File: src/rtl/mux_scan_ctrl.sv
// Parallel-to-serial scan sequencer feeding an 8:1 mux: latches a word onto x_o and steps a_o.
// Define MUX_SCAN_MSB_FIRST_EN to scan from index DATA_W-1 down to 0 instead of 0 up.
module mux_scan_ctrl #(
  parameter int unsigned SEL_W  = 3,
  parameter int unsigned DATA_W = 8
) (
  input  logic              clk_i,
  input  logic              rst_i,
  input  logic              start_i,
  input  logic [DATA_W-1:0] din_i,
  input  logic              step_en_i,
  output logic [DATA_W-1:0] x_o,
  output logic [SEL_W-1:0]  a_o,
  output logic              busy_o,
  output logic              bit_valid_o,
  output logic              done_o
);

  if (DATA_W != (1 << SEL_W)) begin : g_width_check
    $error("mux_scan_ctrl: DATA_W must equal 2**SEL_W");
  end

  typedef enum logic [1:0] {StIdle, StScan, StDone} state_e;

`ifdef MUX_SCAN_MSB_FIRST_EN
  localparam logic [SEL_W-1:0] FirstIdx = SEL_W'(DATA_W - 1);
  localparam logic [SEL_W-1:0] LastIdx  = '0;
`else
  localparam logic [SEL_W-1:0] FirstIdx = '0;
  localparam logic [SEL_W-1:0] LastIdx  = SEL_W'(DATA_W - 1);
`endif

  state_e             state_q;
  logic [DATA_W-1:0]  x_q;
  logic [SEL_W-1:0]   a_q;
  logic               busy_q;
  logic               bit_valid_q;
  logic               done_q;
  logic [SEL_W-1:0]   a_next;

`ifdef MUX_SCAN_MSB_FIRST_EN
  assign a_next = a_q - 1'b1;
`else
  assign a_next = a_q + 1'b1;
`endif

  always_ff @(posedge clk_i) begin
    if (rst_i) begin
      state_q     <= StIdle;
      x_q         <= '0;
      a_q         <= FirstIdx;
      busy_q      <= 1'b0;
      bit_valid_q <= 1'b0;
      done_q      <= 1'b0;
    end else begin
      case (state_q)
        StIdle: begin
          // step_en_i alongside start_i is deliberately ignored: the scan opens on FirstIdx.
          if (start_i) begin
            x_q         <= din_i;
            a_q         <= FirstIdx;
            busy_q      <= 1'b1;
            bit_valid_q <= 1'b1;
            state_q     <= StScan;
          end
        end
        StScan: begin
          if (step_en_i) begin
            if (a_q == LastIdx) begin
              a_q         <= FirstIdx;
              busy_q      <= 1'b0;
              bit_valid_q <= 1'b0;
              done_q      <= 1'b1;
              state_q     <= StDone;
            end else begin
              a_q <= a_next;
            end
          end
        end
        StDone: begin
          done_q  <= 1'b0;
          state_q <= StIdle;
        end
        default: begin
          state_q <= StIdle;
        end
      endcase
    end
  end

  assign x_o         = x_q;
  assign a_o         = a_q;
  assign busy_o      = busy_q;
  assign bit_valid_o = bit_valid_q;
  assign done_o      = done_q;

endmodule
File: config.mk
export PLATFORM = sky130hd
export DESIGN_NAME = mux_scan_ctrl
export DESIGN_NICKNAME = d
export VERILOG_FILES = /design/src/rtl/mux_scan_ctrl.sv
export SDC_FILE = /design/constraint.sdc
export NUM_CORES = 1
export LEC_CHECK = 0
export ABC_AREA = 1
export BUFFER_PORTS_ARGS = -buffer_cell sky130_fd_sc_hd__buf_4
export CAP_MARGIN = 20
export CORE_ASPECT_RATIO = 0.8
export CORE_MARGIN = 2
export CORE_UTILIZATION = 38
export DETAILED_ROUTE_END_ITERATION = 6
export PLACE_DENSITY = 0.61
export SETUP_SLACK_MARGIN = 0.1
export SYNTH_ARGS = -nofsm -noshare
export SYNTH_HDL_FRONTEND = slang
export SYNTH_SLANG_ARGS = --single-unit
File: constraint.sdc
create_clock -name clk_i -period 2.15 [get_ports clk_i]
set_input_delay 0.5375 -clock clk_i [delete_from_list [all_inputs] [get_ports clk_i]]
set_output_delay 0.5375 -clock clk_i [all_outputs]
set_load 0.01 [all_outputs]
==> flow_summary.json <==
{
  "io_buffers": 25,
  "use_met2_pct": 23.4,
  "critPathKind": "flop to output port",
  "p_comb_share_pct": 20.5,
  "power.density_nw_per_um2": 685,
  "power.switching_w": 0.000167,
  "die-area_um2": 2130,
  "setup_viol": 0,
  "sequentialPowerShare_pct": 52.9,
  "synthSimpleGateAreaFrac_pct": 26.7,
  "firstDrtPassIters": 4,
  "internal_power_w": 0.000430,
  "met1_usage_pct": 19.4,
  "syn_area_um2": 674,
  "ctsHoldBuffers": 0,
  "antenna_found_initial": 0,
  "area_growth_pct": 29.3,
  "crit_chain": "buf_4",
  "finClkSkew_ns": 0.000382,
  "synth_seq_cells": 15,
  "tightest_slew_ns": 0.368,
  "dp_worst_setup_slack_ns": 0.765,
  "finalCritPeriodShare_pct": 63.2,
  "slowest_delay_ns": 0.40,
  "routabilityCongestion": 0.773,
  "synth_fa_ha_area_share_pct": 5.57,
  "grt_max_degree": 14,
  "dp_hpwl_um": 1090,
  "synth_compound_area_share_pct": 11.1,
  "maxSlewHeadroom_pct": 75.4,
  "fin_crit_ns": 1.36,
  "p_clk_share_pct": 26.6,
  "worst_ep_required_time_ns": 1.61,
  "leakage_nw": 0.427,
  "synthDistinctLibCells": 16,
  "syn_inst": 87,
  "avgSynthCellArea_um2": 7.75,
  "initial_core_util_pct": 41.1,
  "worst-path-buf-inv": 1,
  "grt_pass1_wl_um": 2440,
  "arrival_ns": 0.82,
  "htree_levels": 1,
  "die-width_um": 51.1,
  "clk_pin_slew_ns": 0.08,
  "max-clock-path-buffers": 2,
  "drive_above_1_share_pct": 26.8,
  "syn-num-nets": 102,
  "busiest_layer": "met2",
  "setup_tns_ns": 0,
  "hold_class": "input pin to flop",
  "crit_fanout": 4,
  "grt_overflow": 0,
  "drt-total-wl_um": 1420,
  "power.total_w": 0.000597,
  "nets": 128,
  "routedWlPerCell_um": 10.6,
  "grt_pass1_vias": 554,
  "status": "complete, no violations",
  "core_um2": 1640,
  "num_io_pins": 26,
  "cp_slowest_cell": "dfxtp_1",
  "fmaxAchievable_mhz": 736,
  "cp-end-kind": "output port",
  "vias": 613,
  "yosysWarnings": 0,
  "rsz0062_at_grt": "no",
  "ctsResizeCount": 0,
  "cap_violations": 0,
  "hold_viol": 0,
  "layout_setup_ws_ns": 0.791,
  "layout_commonest_cell": "buf_4",
  "grtUsageMet3_pct": 7.91,
  "die_h_um": 41.7,
  "num_antenna_cells": 0,
  "layout_common_cells": "25 x buf_4, 20 x nor2_1, 15 x dfxtp_1",
  "remaining_drc_errors": 0,
  "clock-sinks": 15,
  "peakVddDrop_v": 0.000348,
  "drtIter0Drc": 12,
  "track_usage_pct": 15.6,
  "ys_seq_area_share_pct": 44.5,
  "startpoint_type": "flop",
  "synth_mux_area_share_pct": 0,
  "synth_top_family_by_area": "simple AND/OR/NAND/NOR gates",
  "maxSlewViolCount": 0,
  "drtAntennaViolNets": 0,
  "cts_buffers": 3,
  "cts_setup_buffers": 0,
  "cts-root-buf": "clkbuf_4",
  "cts_tree": "done",
  "clk_latency_ns": 0.28,
  "crit_family": "flip-flops",
  "via_per_inst": 4.57,
  "synth-xor-area-share_pct": 0,
  "swShare_pct": 27.9,
  "row_count": 13
}
flip-flops by register name (all words and copies together), names as in the netlist:
signal       count
a_o              3
bit_valid_o      1
done_o           1
state_q          2
x_o              8
final timing paths:
| check | end | cells after the start | slack, ns | start |
|---|---|---|---|---|
| max | a_o[0] | 1 | 0.79 | a_o[0] |
| min | done_o | 2 | 0.46 | rst_i |
| max reg2reg | x_o[5] | 5 | 0.82 | state_q[0] |
| min reg2reg | x_o[6] | 2 | 0.49 | x_o[6] |
cells in the mapped netlist (all sizes together):
master,n,share of area [%]
clkinv,1,0.56
buf,3,4.5
ha,3,5.6
a21oi,5,3.7
inv,9,5.0
nand2,10,6.7
o21ai,10,7.4
clkbuf,1,2.0
nor2,21,13
nand4,3,2.8
dfxtp,15,45
nand3,6,4.5
per-layer routing:
metal  share of wire (%)  vias to the layer above
met5                   0                        -
met4                   0                        0
met3                 7.0                        0
met2                  46                       16
met1                  47                      269
li1                    -                      328
power by group through the flow:
stage                     registers [W]  clock network, W  logic (W)
after CTS                      0.000317          0.000171   0.000124
after floorplan                0.000325                 0  0.0000724
final                          0.000316          0.000159   0.000122
after global routing           0.000319          0.000181   0.000136
after detailed placement       0.000323                 0   0.000124
after global placement         0.000323                 0   0.000122
logic make-up (layout without fill, tap and decap cells):
| logic type | Yosys count | after routing |
|---|---|---|
| simple gates | 40 | 40 |
| compound gates | 15 | 15 |
| flops | 15 | 15 |
| buf+inv | 14 | 39 |
| fa+ha+maj | 3 | 3 |
final cells by class:
type / instances / area [µm²]
flip-flops and latches: 15 / 300
inverters: 10 / 37.5
clock buffers: 4 / 26.3
fillers: 176 / 771
well taps: 22 / 27.5
multi-input cells: 58 / 293
repair buffers: 25 / 188
metrics by stage:
step / instance area, µm² / util, % / instances / hold slack [ns]
global route: 872 / 53.1 / 134 / 0.439
detailed placement: 846 / 51.5 / 130 / 0.480
finish: 872 / 53.1 / 134 / 0.456
CTS: 872 / 53.1 / 134 / 0.438
global placement: 846 / 51.5 / 130 / 0.464
floorplan: 674 / - / 87 / 0.492
No activity file was read; power rests on OpenSTA's default activity.
